<file path="src/rtl/ad9634_cfg_sequencer.sv">
// Power-up register sequencer for the AD9634 ADC: walks a constant address/data table
// through an external SPI engine, optionally reading back each register, with retry and timeout.
module ad9634_cfg_sequencer #(
  parameter int unsigned NUM_REGS     = 8,
  parameter int unsigned VERIFY       = 1,
  parameter int unsigned SEND_HOLD    = 4,
  parameter int unsigned TIMEOUT_CLKS = 4096,
  parameter int unsigned MAX_RETRY    = 2
) (
  input  logic        clk_i,
  input  logic        rst_n_i,
  input  logic        start_i,
  input  logic        spi_busy_i,
  input  logic [15:0] spi_dout_i,
  output logic [7:0]  spi_addr_o,
  output logic [15:0] spi_commd_o,
  output logic        spi_send_o,
  output logic        busy_o,
  output logic        done_o,
  output logic        err_o,
  output logic [3:0]  err_idx_o,
  output logic [15:0] err_data_o
);

  localparam int unsigned TW = (TIMEOUT_CLKS > 1) ? $clog2(TIMEOUT_CLKS) : 1;
  localparam int unsigned CW = (SEND_HOLD > 1) ? $clog2(SEND_HOLD) : 1;
  localparam int unsigned RW = (MAX_RETRY > 0) ? $clog2(MAX_RETRY + 1) : 1;
  localparam int unsigned IW = 4;

  typedef enum logic [3:0] {
    S_IDLE, S_LOAD, S_SEND, S_WAIT_RISE, S_WAIT_FALL, S_CHECK, S_NEXT, S_DONE, S_ERR
  } state_t;

  state_t          state;
  logic [IW-1:0]   index;
  logic [RW-1:0]   retry;
  logic [TW-1:0]   tmo;
  logic [CW-1:0]   send_cnt;
  logic            phase_rd;
  logic            seen_rise;
  logic [22:0]     entry;
  logic            fail_c;

  // Configuration table: {7-bit register address, 16-bit value}
  function automatic logic [22:0] tbl_entry(input logic [IW-1:0] i);
    case (i)
      4'd0:    tbl_entry = {7'h08, 16'h0000};
      4'd1:    tbl_entry = {7'h0D, 16'h0000};
      4'd2:    tbl_entry = {7'h14, 16'h0001};
      4'd3:    tbl_entry = {7'h15, 16'h0000};
      4'd4:    tbl_entry = {7'h16, 16'h0000};
      4'd5:    tbl_entry = {7'h17, 16'h0000};
      4'd6:    tbl_entry = {7'h18, 16'h0004};
      4'd7:    tbl_entry = {7'h30, 16'h0000};
      default: tbl_entry = 23'h0;
    endcase
  endfunction

  // Any condition that consumes a retry: busy never rose, never fell, or read-back mismatch
  always_comb begin
    entry  = tbl_entry(index);
    fail_c = 1'b0;
    case (state)
      S_WAIT_RISE: fail_c = !spi_busy_i && !seen_rise && (tmo == TW'(TIMEOUT_CLKS - 1));
      S_WAIT_FALL: fail_c = spi_busy_i && (tmo == TW'(TIMEOUT_CLKS - 1));
      S_CHECK:     fail_c = phase_rd && (spi_dout_i != entry[15:0]);
      default:     fail_c = 1'b0;
    endcase
  end

  always_ff @(posedge clk_i or negedge rst_n_i) begin
    if (!rst_n_i) begin
      state       <= S_IDLE;
      index       <= '0;
      retry       <= '0;
      tmo         <= '0;
      send_cnt    <= '0;
      phase_rd    <= 1'b0;
      seen_rise   <= 1'b0;
      spi_addr_o  <= '0;
      spi_commd_o <= '0;
      spi_send_o  <= 1'b0;
      busy_o      <= 1'b0;
      done_o      <= 1'b0;
      err_o       <= 1'b0;
      err_idx_o   <= '0;
      err_data_o  <= '0;
    end else if (fail_c) begin
      if (state == S_CHECK) err_data_o <= spi_dout_i;
      if (retry < RW'(MAX_RETRY)) begin
        retry    <= retry + 1'b1;
        phase_rd <= 1'b0;
        state    <= S_LOAD;
      end else begin
        err_idx_o <= index;
        err_o     <= 1'b1;
        busy_o    <= 1'b0;
        state     <= S_ERR;
      end
    end else begin
      case (state)
        S_IDLE, S_DONE, S_ERR: begin
          if (start_i) begin
            done_o     <= 1'b0;
            err_o      <= 1'b0;
            err_idx_o  <= '0;
            err_data_o <= '0;
            index      <= '0;
            retry      <= '0;
            phase_rd   <= 1'b0;
            busy_o     <= 1'b1;
            state      <= S_LOAD;
          end
        end
        S_LOAD: begin
          spi_addr_o  <= {~phase_rd, entry[22:16]};
          spi_commd_o <= phase_rd ? 16'h0000 : entry[15:0];
          spi_send_o  <= 1'b1;
          send_cnt    <= '0;
          seen_rise   <= 1'b0;
          state       <= S_SEND;
        end
        S_SEND: begin
          // A fast engine may raise and even drop busy while send is still held
          if (spi_busy_i) seen_rise <= 1'b1;
          if (send_cnt == CW'(SEND_HOLD - 1)) begin
            spi_send_o <= 1'b0;
            tmo        <= '0;
            state      <= S_WAIT_RISE;
          end else begin
            send_cnt <= send_cnt + 1'b1;
          end
        end
        S_WAIT_RISE: begin
          if (spi_busy_i || seen_rise) begin
            tmo   <= '0;
            state <= S_WAIT_FALL;
          end else begin
            tmo <= tmo + 1'b1;
          end
        end
        S_WAIT_FALL: begin
          if (!spi_busy_i) state <= S_CHECK;
          else             tmo   <= tmo + 1'b1;
        end
        S_CHECK: begin
          if (phase_rd) begin
            err_data_o <= spi_dout_i;
            state      <= S_NEXT;
          end else if (VERIFY != 0) begin
            phase_rd <= 1'b1;
            state    <= S_LOAD;
          end else begin
            state <= S_NEXT;
          end
        end
        S_NEXT: begin
          retry    <= '0;
          phase_rd <= 1'b0;
          if (index == IW'(NUM_REGS - 1)) begin
            done_o <= 1'b1;
            busy_o <= 1'b0;
            state  <= S_DONE;
          end else begin
            index <= index + 1'b1;
            state <= S_LOAD;
          end
        end
        default: state <= S_IDLE;
      endcase
    end
  end

endmodule

</file>
<file path="config.mk">
export PLATFORM = sky130hd
export DESIGN_NAME = ad9634_cfg_sequencer
export DESIGN_NICKNAME = d
export VERILOG_FILES = /design/src/rtl/ad9634_cfg_sequencer.sv
export SDC_FILE = /design/constraint.sdc
export NUM_CORES = 1
export LEC_CHECK = 0
export CORE_MARGIN = 4
export CORE_UTILIZATION = 55
export CTS_CLUSTER_DIAMETER = 50
export CTS_CLUSTER_SIZE = 20
export DETAILED_ROUTE_END_ITERATION = 12
export DONT_BUFFER_PORTS = 1
export PLACE_DENSITY_LB_ADDON = 0.05
export SYNTH_ARGS = -nofsm -noshare
export SYNTH_HDL_FRONTEND = slang
export SYNTH_SLANG_ARGS = --single-unit
export TNS_END_PERCENT = 100
</file>
<file path="constraint.sdc">
create_clock -name clk_i -period 2.4 [get_ports clk_i]
set_clock_uncertainty 0.2 [all_clocks]
set_input_delay 0.48 -clock clk_i [delete_from_list [all_inputs] [get_ports clk_i]]
set_output_delay 0.48 -clock clk_i [all_outputs]
set_load 0.05 [all_outputs]
</file>
=== Yosys cells after proc, flatten, opt, wreduce, memory -nomap -nowiden ===
Memories as Yosys holds them, arrays and structs flattened.
Index checks and enable logic that the tools add are counted.

* Add/subtract/negate cells: 4
* $lt $le $gt $ge: 1
* Eq/ne operators: 28
* Multiplexer cells: 51
* Bitwise operators: 2
* Reduce and logical (&&, ||, !) cells: 30

{| class="wikitable"
|+ Operators with widths
! cell !! count
|-
| 16-bit 2-to-1 mux || 5
|-
| 4-bit 2-to-1 mux || 11
|-
| 12-bit 2-to-1 mux || 3
|-
| 12-bit case mux with 3 select lines || 1
|-
| 16-bit case mux with 2 select lines || 1
|-
| 4-bit case mux with 7 select lines || 1
|-
| 4-bit AND reduction || 6
|-
| 23-bit 2-to-1 mux || 1
|-
| 4-bit by 3-bit equality test with 1-bit output, second input constant || 5
|-
| 3-bit inequality test, second input constant || 6
|-
| 3-bit AND reduction || 6
|-
| 16-bit inequality test || 1
|-
| 2-bit inequality test, second input constant || 8
|-
| 1-bit 2-to-1 mux || 13
|-
| 12-bit by 1-bit adder with 12-bit output, second input constant || 1
|-
| 12-bit equality test, second input constant || 1
|-
| 2-bit nonzero test || 5
|-
| 4-bit by 2-bit equality test with 1-bit output, second input constant || 2
|-
| 2-bit 2-to-1 mux || 4
|-
| 1-bit case mux with 2 select lines || 4
|-
| 2-bit case mux with 2 select lines || 2
|-
| 4-bit case mux with 2 select lines || 1
|-
| 3-bit 2-to-1 mux || 2
|-
| 1-bit case mux with 3 select lines || 2
|-
| 16 further kinds || 24
|}

* Flip-flop bits (word level): 74
* Bits in read-only memories: 64
* Output and inout port bits: 48
* Word-level logic and storage cells: 132
* Memories kept: 1

{| class="wikitable"
|+ Memory list
! name !! words !! width !! read ports !! clocked after Yosys merged registers in !! wr ports !! line !! source
|-
| (name not given) || 8 || 8 || 1 || 0 || 0 || 46 || <nowiki>case (i)</nowiki>
|}

=== Logic depth before layout (Yosys ltp) ===
Gate-level depths: netlist of the first run.
An unclocked memory read counts as a cell.

* Depth in word-level cells: 7
* Gate-level depth with buffers: 8

=== Worst setup path after synthesis of the first run ===
No wires, ideal clock.

* Path type: register to register
* Start: reg tmo[0]
* End: reg busy_o
* Data arrival time: 1855 ps
* Path slack: 225 ps
* Stages on the path, launching flop included: 7
* Path buffers: 0
* Period minus slack after synthesis: 2175 ps
* Path through: dfrtp_1 -> ha_1 -> nand4_1 -> or4_4 -> nor3_1 -> o21ai_2 -> a31o_2

* Longest elaborated chain between the ends: 5
* Elaborated cells on any way between the ends: 10

{| class="wikitable"
|+ RTL lines
! item !! line !! source
|-
| start: declaration || 37 || <nowiki>logic [TW-1:0] tmo;</nowiki>
|-
| start signal: assignment || 139 || <nowiki>tmo <= tmo + 1'b1;</nowiki>
|-
| start signal: assignment || 144 || <nowiki>else tmo <= tmo + 1'b1;</nowiki>
|-
| 12-bit equality test (*) || 64, 65 ||
|-
| 1-bit logical AND, on equally long branches || 65, 64 ||
|-
| 1-bit case mux with 3 select lines (*) || 63 || <nowiki>case (state)</nowiki>
|-
| 3-bit inequality test (no line) (tied with other cells) || - ||
|-
| 4-bit AND reduction (no line) || - ||
|-
| end signal: assignment || 83 || <nowiki>busy_o <= 1'b0;</nowiki>
|-
| end signal: assignment || 97 || <nowiki>busy_o <= 1'b0;</nowiki>
|-
| end signal: assignment || 111 || <nowiki>busy_o <= 1'b1;</nowiki>
|-
| end: declaration || 18 || <nowiki>output logic busy_o,</nowiki>
|}

Every way passes the cells marked *; elsewhere a longest branch is shown, timed or not.
A chain may end at the register's enable or synchronous reset.

=== Final worst setup path of the first run ===
* Start: reg index[0]
* End: reg err_idx_o[1]

* Longest elaborated chain between the ends: 7
* Elaborated cells on any way between the ends: 10

{| class="wikitable"
|+ RTL lines
! item !! line !! source
|-
| start: declaration || 35 || <nowiki>logic [IW-1:0] index;</nowiki>
|-
| start signal: assignment || 165 || <nowiki>index <= index + 1'b1;</nowiki>
|-
| memory read 8 x 8 bit (*) || - ||
|-
| 23-bit 2-to-1 mux (*) || 46 ||
|-
| 16-bit inequality test (*) || 66 || <nowiki>S_CHECK: fail_c = phase_rd && (spi_dout_i != entry[15:0]);</nowiki>
|-
| 1-bit logical AND (*) || 66 ||
|-
| 1-bit case mux with 3 select lines (*) || 63 ||
|-
| 2-bit inequality test (no line) / 2-bit nonzero test (equally long branches) || - ||
|-
| 3-bit AND reduction (no line) || - ||
|-
| end signal: assignment || 95 || <nowiki>err_idx_o <= index;</nowiki>
|-
| end: declaration || 21 || <nowiki>output logic [3:0] err_idx_o,</nowiki>
|}

Marked as above.

==> out/metrics.yaml, run 1 <==
global_route:
  grt_overflow: 0
  antenna_found_initial: 0
  gr-usage-all-layers_pct: 20.40
  grt_pass1_wl_mm: 11.43
  grt_pass1_vias: 2358
  grt_max_degree: 60
logic_synthesis:
  synthCells: 318
  yosysMostFrequentCell: "dfrtp_1"
  synth_largest_area_cell: "dfrtp_1"
  synthAdderAreaFrac_pct: 2.800
  netlist_area_um2: 3128
  synth_top_area_share_pct: 47.20
  ys_seq_area_share_pct: 47.20
  ys_warn_count: 0
  synth_edf_count: 0
  synth_top_family_by_area: "compound AO/OA/AOI/OAI gates"
  synthMuxAreaShare_pct: 2.240
  synth_cell_types: 56
  synth_xor_xnor_area_share_pct: 0.5600
  postSynth.asyncResetShare_pct: 100.0
  synthTopCellsByArea: "dfrtp_1 47%, a22o_1 5.3%, nand2_1 4.6%"
  synth-compound-area-share_pct: 20.00
  synth_common_cells: "59 x dfrtp_1, 38 x nand2_1, 19 x a22o_1"
  synth_seq_cells: 59
  synthFlopType: "dfrtp_1"
  yosys.area_share.simple_pct: 18.64
  avgSynthCellArea_um2: 9.836
hold_path:
  min_path_type: "in -> reg"
  hold_depth: 1
routing:
  ant_nets: 0
  wire_per_inst_um: 16.33
  route.detailed.drc: 0
  firstDrtPassIters: 4
  postRouteWirelength_mm: 6.909
  drt_iter0_markers: 95
  routed_via_density: 5.858
  vias: 2478
timing:
  setup_tns_ns: 0
  period_needed_ns: 2.220
  grt_setup_unrepaired: "false"
  fmax_mhz: 450.5
  slew_headroom_pct: 65.63
  period_share_pct: 92.49
  hold_violations: 0
  maxSlewViolCount: 0
  setup_viol: 0
  tightest_slew_ns: 0.5083
worst_setup_path:
  crit_slowest_cell: "dfrtp_1"
  crit_chain: "inv_1 -> ha_1 -> nor3b_1 -> xor2_1 -> o31a_1 -> o21ai_4 -> buf_4 -> mux2i_1"
  start_kind: "flip-flop"
  crit_path_end_kind: "flip-flop"
  critPathArrivalTime_ns: 2.27
  crit_type: "reg -> reg"
  crit_required_ns: 2.45
  path_max_fanout: 5
  max_stage_delay_ns: 0.39
  worst_r2r_path_depth: 8
power:
  p_leak_nw: 1.624
  power_density_nw_per_um2: 1189
  ir_worst_vdd_uv: 688.7
  totalPowerFinal_mw: 4.225
layout:
  drive_gt1_share_pct: 16.81
  nets: 374
  final_cells: 423
  antennaDiodeCount: 0
  syn_to_final_growth_pct: 13.64
  fillCellCount: 474
floorplan:
  core_um2: 5507
  initial_utilization_pct: 56.81
  die_h_um: 83.42
  boundaryPins: 68
  die_area_um2: 6958
  dieWidth_um: 83.42
  row_count: 27
clock_tree:
  cts_tree: "done"
  clk_pin_slew_ns: 0.07
  clockBufferDepth: 2
  cts_root_buffer: "clkbuf_8"
  cts_sinks: 59
  htreeDepth: 3
  worstSkewPairLatency_ns: 0.33
  cts_buffers: 9
place:
  place_congestion: 0.8236
  hpwl_mm: 4.936
  dp_cells: 406
  io_buffers: 0
status:
  status: "completed"
run:
  cap_violations: 0
[layer usage]
metal | track usage [%] | share of wire, % | vias up
met4 | 6.871 | 1.3 | 0
met3 | 6.647 | 6.5 | 10
li1 | - | - | 1198
met1 | 26.32 | 43 | 1202
met5 | 0 | 0 | -
met2 | 32.51 | 49 | 68
[cells in the final DEF, fill, tap and decap left out, types with 2 or more instances in the layout]
cell type	instances
dfrtp_1	59
nand2_1	38
buf_4	34
a22o_1	19
o21ai_0	17
a21oi_1	16
inv_1	15
conb_1	15
o31ai_1	14
nor2_1	13
clkbuf_8	10
mux2i_1	7
nand3_1	7
ha_1	7
or4_1	6
nor4_1	5
nand4_1	5
o211ai_1	5
or3_1	5
nor2b_1	3
nor3_1	3
and3_1	3
clkinv_2	3
nand3b_1	2
nor4bb_1	2
and2_1	2
o41ai_1	2
nand2b_1	2
and3b_1	2
o21ai_1	2
[worst max-delay path: cells and delay by family, from the launching register on]
kind | cells | cell delay, ns
compound gates | 2 | 0.57
xor+xnor | 1 | 0.12
fa+ha+maj | 1 | 0.18
buf+inv | 2 | 0.27
flops | 1 | 0.39
mux | 1 | 0.17
simple gates | 1 | 0.24
[layout make-up]
type	instances	area, µm²	share of cell area [%]
flip-flops and latches	59	1476	41.53
multi-input cells	226	1448	40.73
repair buffers	36	292.8	8.237
clock buffers	10	137.6	3.872
well taps	72	90.09	2.534
inverters	15	56.30	1.584
clock inverters	5	53.80	1.514
[path summary, 6_finish.rpt]
check | startpoint | to | slack [ns]
setup / recovery | index[0] | err_idx_o[1] | 0.18
max in group asynchronous | rst_n_i | state[3] | 1.26
setup reg to reg | index[0] | err_idx_o[1] | 0.18
hold reg to reg | send_cnt[1] | send_cnt[1] | 0.30
min in group asynchronous | rst_n_i | tmo[8] | 0.48
hold / removal | spi_dout_i[5] | err_data_o[5] | 0.08
[through the flow]
stage / utilization, % / cell area (µm²) / hold slack [ns] / worst slack (ns)
after floorplan: - / 3181 / -0.01559 / 0.2249
after global placement: 60.26 / 3318 / -0.01402 / 0.1993
after detailed placement: 60.26 / 3318 / -0.01372 / 0.1055
after CTS: 64.42 / 3547 / 0.06990 / 0.1412
after global routing: 64.55 / 3555 / 0.06216 / 0.01287
final: 64.55 / 3555 / 0.08019 / 0.1802
[kinds of logic (layout without fill, tap and decap cells)]
family          Yosys count  count (layout)
compound gates           88              88
xor+xnor                  2               2
fa+ha+maj                 7               7
buf+inv                  47              66
flops                    59              59
mux                       7               7
other cells               1              15
simple gates            107             107
[sequential cells by signal (all words and copies together) (netlist names), 2 cells and up]
| signal | cells |
|---|---|
| err_idx_o | 4 |
| spi_addr_o | 7 |
| state | 4 |
| err_data_o | 16 |
| retry | 2 |
| spi_commd_o | 2 |
| tmo | 12 |
| send_cnt | 2 |
| index | 4 |
[report_power, final]
group          total [mW]  switching [mW]  internal [mW]
registers            1.95           0.727           1.22
logic                1.39           0.799          0.591
clock network       0.884           0.386          0.498
[what timing repair did]
item                                    4_1_cts  5_1_grt
endpoints found under the setup margin        0        1
hold buffers                                  2        0
endpoints found under the hold margin        59        0
gates resized for setup                       0        1
setup buffers                                 0        0
(Power assumes the default switching activity.)
==> inputs of run 2 (changes only) <==
Settings changed: CORE_UTILIZATION 55 to 60.
==> run 2 against run 1 <==
Effect of this change:
- highest routed layer unchanged
- utilization up 4.3 points
- critical path depth decreased by 5
- global-route usage increased by 3.2 points
- sequential power hardly changed
- clock power increased by 4.5%
- first-iteration DRC count grew 14%
- largest power group unchanged
- register-to-register slack got worse by 0.08 ns
- clock-buffer cell count unchanged
- die area fell by 7.5%
- cell count shrank 2.4%
==> out/metrics.yaml, run 2 (synthesized netlist as in run 1, its figures left out) <==
routing:
  ant_nets: 0
  routed_via_density: 5.949
  vias: 2457
  firstDrtPassIters: 5
  route.detailed.drc: 0
  wire_per_inst_um: 17.27
  postRouteWirelength_mm: 7.132
  drt_iter0_markers: 108
timing:
  hold_violations: 0
  setup_tns_ns: 0
  grt_setup_unrepaired: "false"
  maxSlewViolCount: 0
  final.setup.worst_slack_ns: 0.1004
  tightest_slew_ns: 0.5098
  period_needed_ns: 2.300
  period_share_pct: 95.81
  setup_viol: 0
  fmax_mhz: 434.9
  slew_headroom_pct: 66.01
clock_tree:
  worstSkewPairLatency_ns: 0.33
  post_cts_buffers: 0
  cts_sinks: 59
  cts_buffers: 9
  cts_root_buffer: "clkbuf_8"
  clockBufferDepth: 2
  cts_tree: "done"
  htreeDepth: 3
  clk_pin_slew_ns: 0.07
global_route:
  gr-usage-all-layers_pct: 23.60
  antenna_found_initial: 0
  grt_overflow: 0
  grt_pass1_wl_mm: 11.56
  grt_max_degree: 60
  grt_pass1_vias: 2394
layout:
  antennaDiodeCount: 0
  layout_common_cells: "59 x dfrtp_1, 38 x nand2_1, 25 x buf_4"
  largest-register: "err_data_o"
  nets: 365
  final_common_cell: "dfrtp_1"
  top_regs: "err_data_o x16, tmo x12, spi_addr_o x7"
  drive_gt1_share_pct: 14.87
  largest_reg_flops: 16
  syn_to_final_growth_pct: 11.72
  post-route-cell-area_um2: 3495
floorplan:
  initial_utilization_pct: 61.64
  die_h_um: 80.21
  die_area_um2: 6433
  boundaryPins: 68
  dieWidth_um: 80.21
  core_um2: 5075
  row_count: 26
worst_setup_path:
  path_max_fanout: 18
  crit_chain: "inv_1 -> or4_1 -> o41ai_1"
  worst_r2r_path_depth: 3
  r2r_end: "spi_commd_o[0]"
  crit_path_end_kind: "flip-flop"
  critPathArrivalTime_ns: 2.31
  start_kind: "flip-flop"
  crit_slowest_cell: "or4_1"
  crit_type: "reg -> reg"
  max_stage_delay_ns: 0.79
  crit_required_ns: 2.41
  worst-r2r-setup-slack_ns: 0.10
  r2r-start: "state[0]"
hold_path:
  hold_depth: 1
  min_path_type: "in -> reg"
  min_from: "spi_dout_i[13]"
  hold_end: "err_data_o[13]"
status:
  status: "completed"
place:
  place_congestion: 0.8638
  dp_slack_ns: -0.03966
  postPlaceCellArea_um2: 3248
  hpwl_mm: 4.960
  io_buffers: 0
power:
  totalPowerFinal_mw: 4.253
  power_density_nw_per_um2: 1217
  p_leak_nw: 1.579
  ir_worst_vdd_uv: 670.4
run:
  cap_violations: 0
-- run 2: changes by cell type in the layout (fill, tap and decap cells not counted), sizes merged --
| cell | previous run | this run |
|---|---|---|
| buf | 35 | 26 |
| clkinv | 4 | 2 |
| clkinvlp | 0 | 2 |
| inv | 15 | 16 |
-- run 2: worst max-delay path: cells and delay by family (launching register included) --
family	cells	cell delay [ns]
DFF	1	0.59
and+or+nand+nor	1	0.79
buffers and inverters	1	0.15
AOI/OAI and AO/OA	1	0.44
-- run 2: per-layer routing --
| metal | track usage (%) | wire, µm |
|---|---|---|
| met2 | 37.33 | 3453 |
| met5 | 0 | 0 |
| met1 | 30.50 | 3141 |
| met3 | 6.166 | 447 |
| met4 | 10.30 | 89 |
-- run 2: cell type report --
cell class | count | area (µm²)
repair buffers | 27 | 225.2
clock buffers | 10 | 137.6
well taps | 70 | 87.58
inverters | 15 | 56.30
flip-flops and latches | 59 | 1476
multi-input cells | 226 | 1448
clock inverters | 6 | 63.81
fillers | 422 | 1580
-- run 2: stage by stage --
stage	util, %	hold WS, ns	std cells
floorplan	-	-0.01559	332
CTS	68.71	0.07097	413
global placement	64.00	-0.01402	395
global route	68.86	0.06509	413
detailed placement	64.00	-0.01398	395
finish	68.86	0.07770	413
-- run 2: timing repair --
| action | in CTS | in global routing |
|---|---|---|
| hold buffers | 2 | 0 |
| hold endpoints to repair | 59 | 0 |
| gates resized for setup | 0 | 1 |
| endpoints found under the setup margin | 0 | 6 |
-- run 2: power breakdown --
group	total [mW]	internal (mW)	leakage (nW)	switching (mW)
registers	1.97	1.22	0.792	0.746
clock network	0.924	0.507	0.0987	0.417
logic	1.36	0.565	0.689	0.795
-- run 2: how the worst max path moves through the flow --
stage | from | endpoint | slack (ns) | cells past startpoint
after detailed placement | spi_dout_i[1] | err_idx_o[1] | -0.04 | 5
final | state[0] | spi_commd_o[0] | 0.10 | 3
after CTS | index[0] | err_idx_o[1] | 0.1 | 7
after floorplan | tmo[0] | busy_o | 0.22 | 6
after global routing | state[0] | spi_commd_o[0] | 0.002 | 3
after global placement | spi_dout_i[1] | state[3] | 0.04 | 5
==> inputs of run 3 (changes only) <==
Settings changed: CORE_MARGIN 4 to 2, SKIP_CTS_REPAIR_TIMING set to 1.
==> run 3 against run 2 <==
Effect of this change:
- wire length down 2.0%
- total power grew 1.0%
- clock power barely moved
- first-iteration DRC count grew 27%
- sequential power barely moved
- sequential share of layout area down 0.63 points
- utilization up 1.2 points
- die area shrank 9.7%
- worst hold slack about the same
- final area increased by 1.7%
- cell count grew 1.5%
- critical endpoint is now state[0]
- largest cell class unchanged
- highest routed layer unchanged
==> out/metrics.yaml, run 3 (synthesized netlist as in run 1, its figures left out) <==
status:
  status: "completed"
global_route:
  grt_pass1_wl_mm: 11.40
  gr-usage-all-layers_pct: 24.70
  grt_overflow: 0
  grt_pass1_vias: 2470
  antenna_found_initial: 0
  grt_max_degree: 60
worst_setup_path:
  max_stage_delay_ns: 0.46
  start_kind: "flip-flop"
  crit_slowest_cell: "dfrtp_2"
  crit_chain: "nor4_1 -> a31oi_4 -> buf_4 -> or3_1 -> nand2_2 -> mux2i_1"
  path_max_fanout: 8
  crit_path_end_kind: "flip-flop"
  crit_required_ns: 2.46
  critPathArrivalTime_ns: 2.34
  crit_family: "simple AND/OR/NAND/NOR gates"
  crit_type: "reg -> reg"
  cp.buffers_inverters: 1
timing:
  maxSlewViolCount: 0
  slew_headroom_pct: 46.51
  setup_viol: 0
  hold_violations: 0
  tightest_slew_ns: 0.8024
  grt_setup_unrepaired: "false"
  fmax_mhz: 437.3
  setup_tns_ns: 0
  period_share_pct: 95.27
  period_needed_ns: 2.287
clock_tree:
  cts_root_buffer: "clkbuf_8"
  htreeDepth: 3
  clk_pin_slew_ns: 0.07
  cts_buffers: 9
  cts_sinks: 59
  cts_tree: "done"
  worstSkewPairLatency_ns: 0.34
  clockBufferDepth: 2
place:
  hpwl_mm: 4.862
  io_buffers: 0
  place_congestion: 0.8893
  postPlaceCellArea_um2: 3293
routing:
  firstDrtPassIters: 4
  route.detailed.drc: 0
  wire_per_inst_um: 16.68
  postRouteWirelength_mm: 6.988
  drt_iter0_markers: 137
  routed_via_density: 5.924
  ant_nets: 0
  vias: 2482
layout:
  nets: 371
  drive_gt1_share_pct: 17.19
  final_common_cell: "dfrtp_1"
  antennaDiodeCount: 0
  post-route-cell-area_um2: 3553
  largest-register: "err_data_o"
  utilization_pct: 70.02
  syn_to_final_growth_pct: 13.60
  top_regs: "err_data_o x16, tmo x12, spi_addr_o x7"
  largest_reg_flops: 16
  layout_common_cells: "57 x dfrtp_1, 38 x nand2_1, 31 x buf_4"
floorplan:
  core_um2: 5075
  boundaryPins: 68
  dieWidth_um: 76.21
  die_h_um: 76.21
  row_count: 26
  initial_utilization_pct: 61.64
  die_area_um2: 5807
power:
  totalPowerFinal_mw: 4.297
  power_density_nw_per_um2: 1209
  ir_worst_vdd_uv: 732.6
  p_leak_nw: 1.616
run:
  cap_violations: 0
hold_path:
  min_path_type: "in -> reg"
-- run 3: changes by cell type in the layout (fill, tap and decap cells not counted), sizes merged --
cell,before,now
clkbuf,10,12
inv,16,15
clkinvlp,2,0
buf,26,32
clkinv,2,3
-- run 3: worst paths after layout --
kind / from / end / slack (ns) / cells after the start
max: state[2] / state[0] / 0.11 / 6
min: spi_dout_i[14] / err_data_o[14] / 0.08 / 1
max reg2reg: state[2] / state[0] / 0.11 / 6
min reg2reg: send_cnt[0] / send_cnt[0] / 0.30 / 1
max in group asynchronous: rst_n_i / state[0] / 1.27 / 2
min in group asynchronous: rst_n_i / tmo[8] / 0.49 / 2
-- run 3: cell type report --
class	count	area [µm²]
clock buffers	12	155.1
clock inverters	4	48.80
fillers	409	1521
inverters	15	56.30
multi-input cells	226	1456
flip-flops and latches	59	1479
well taps	70	87.58
repair buffers	33	270.3
-- run 3: layer usage --
layer  part of all wire, %  global-route usage, %  wire, µm  vias to the layer above
li1                      -                      -         -                     1189
met1                    43                  31.17      3025                     1196
met2                    48                  39.38      3371                       80
met3                   5.9                  6.872       414                       17
met4                   2.5                  12.00       177                        0
met5                     0                      0         0                        -
-- run 3: report_power, final --
group / total (mW) / internal, mW / switching (mW)
sequential: 1.97 / 1.23 / 0.745
clock: 0.927 / 0.535 / 0.392
combinational: 1.40 / 0.594 / 0.805
-- run 3: per-stage QoR --
stage	hold slack, ns	setup WS, ns	cells
6_report	0.07726	0.1134	419
5_1_grt	0.06865	0.003026	419
4_1_cts	-0.3773	0.07197	417
3_5_place_dp	-0.01413	0.04057	401
3_3_place_gp	-0.01422	0.09770	401
2_1_floorplan	-0.01559	0.2249	332
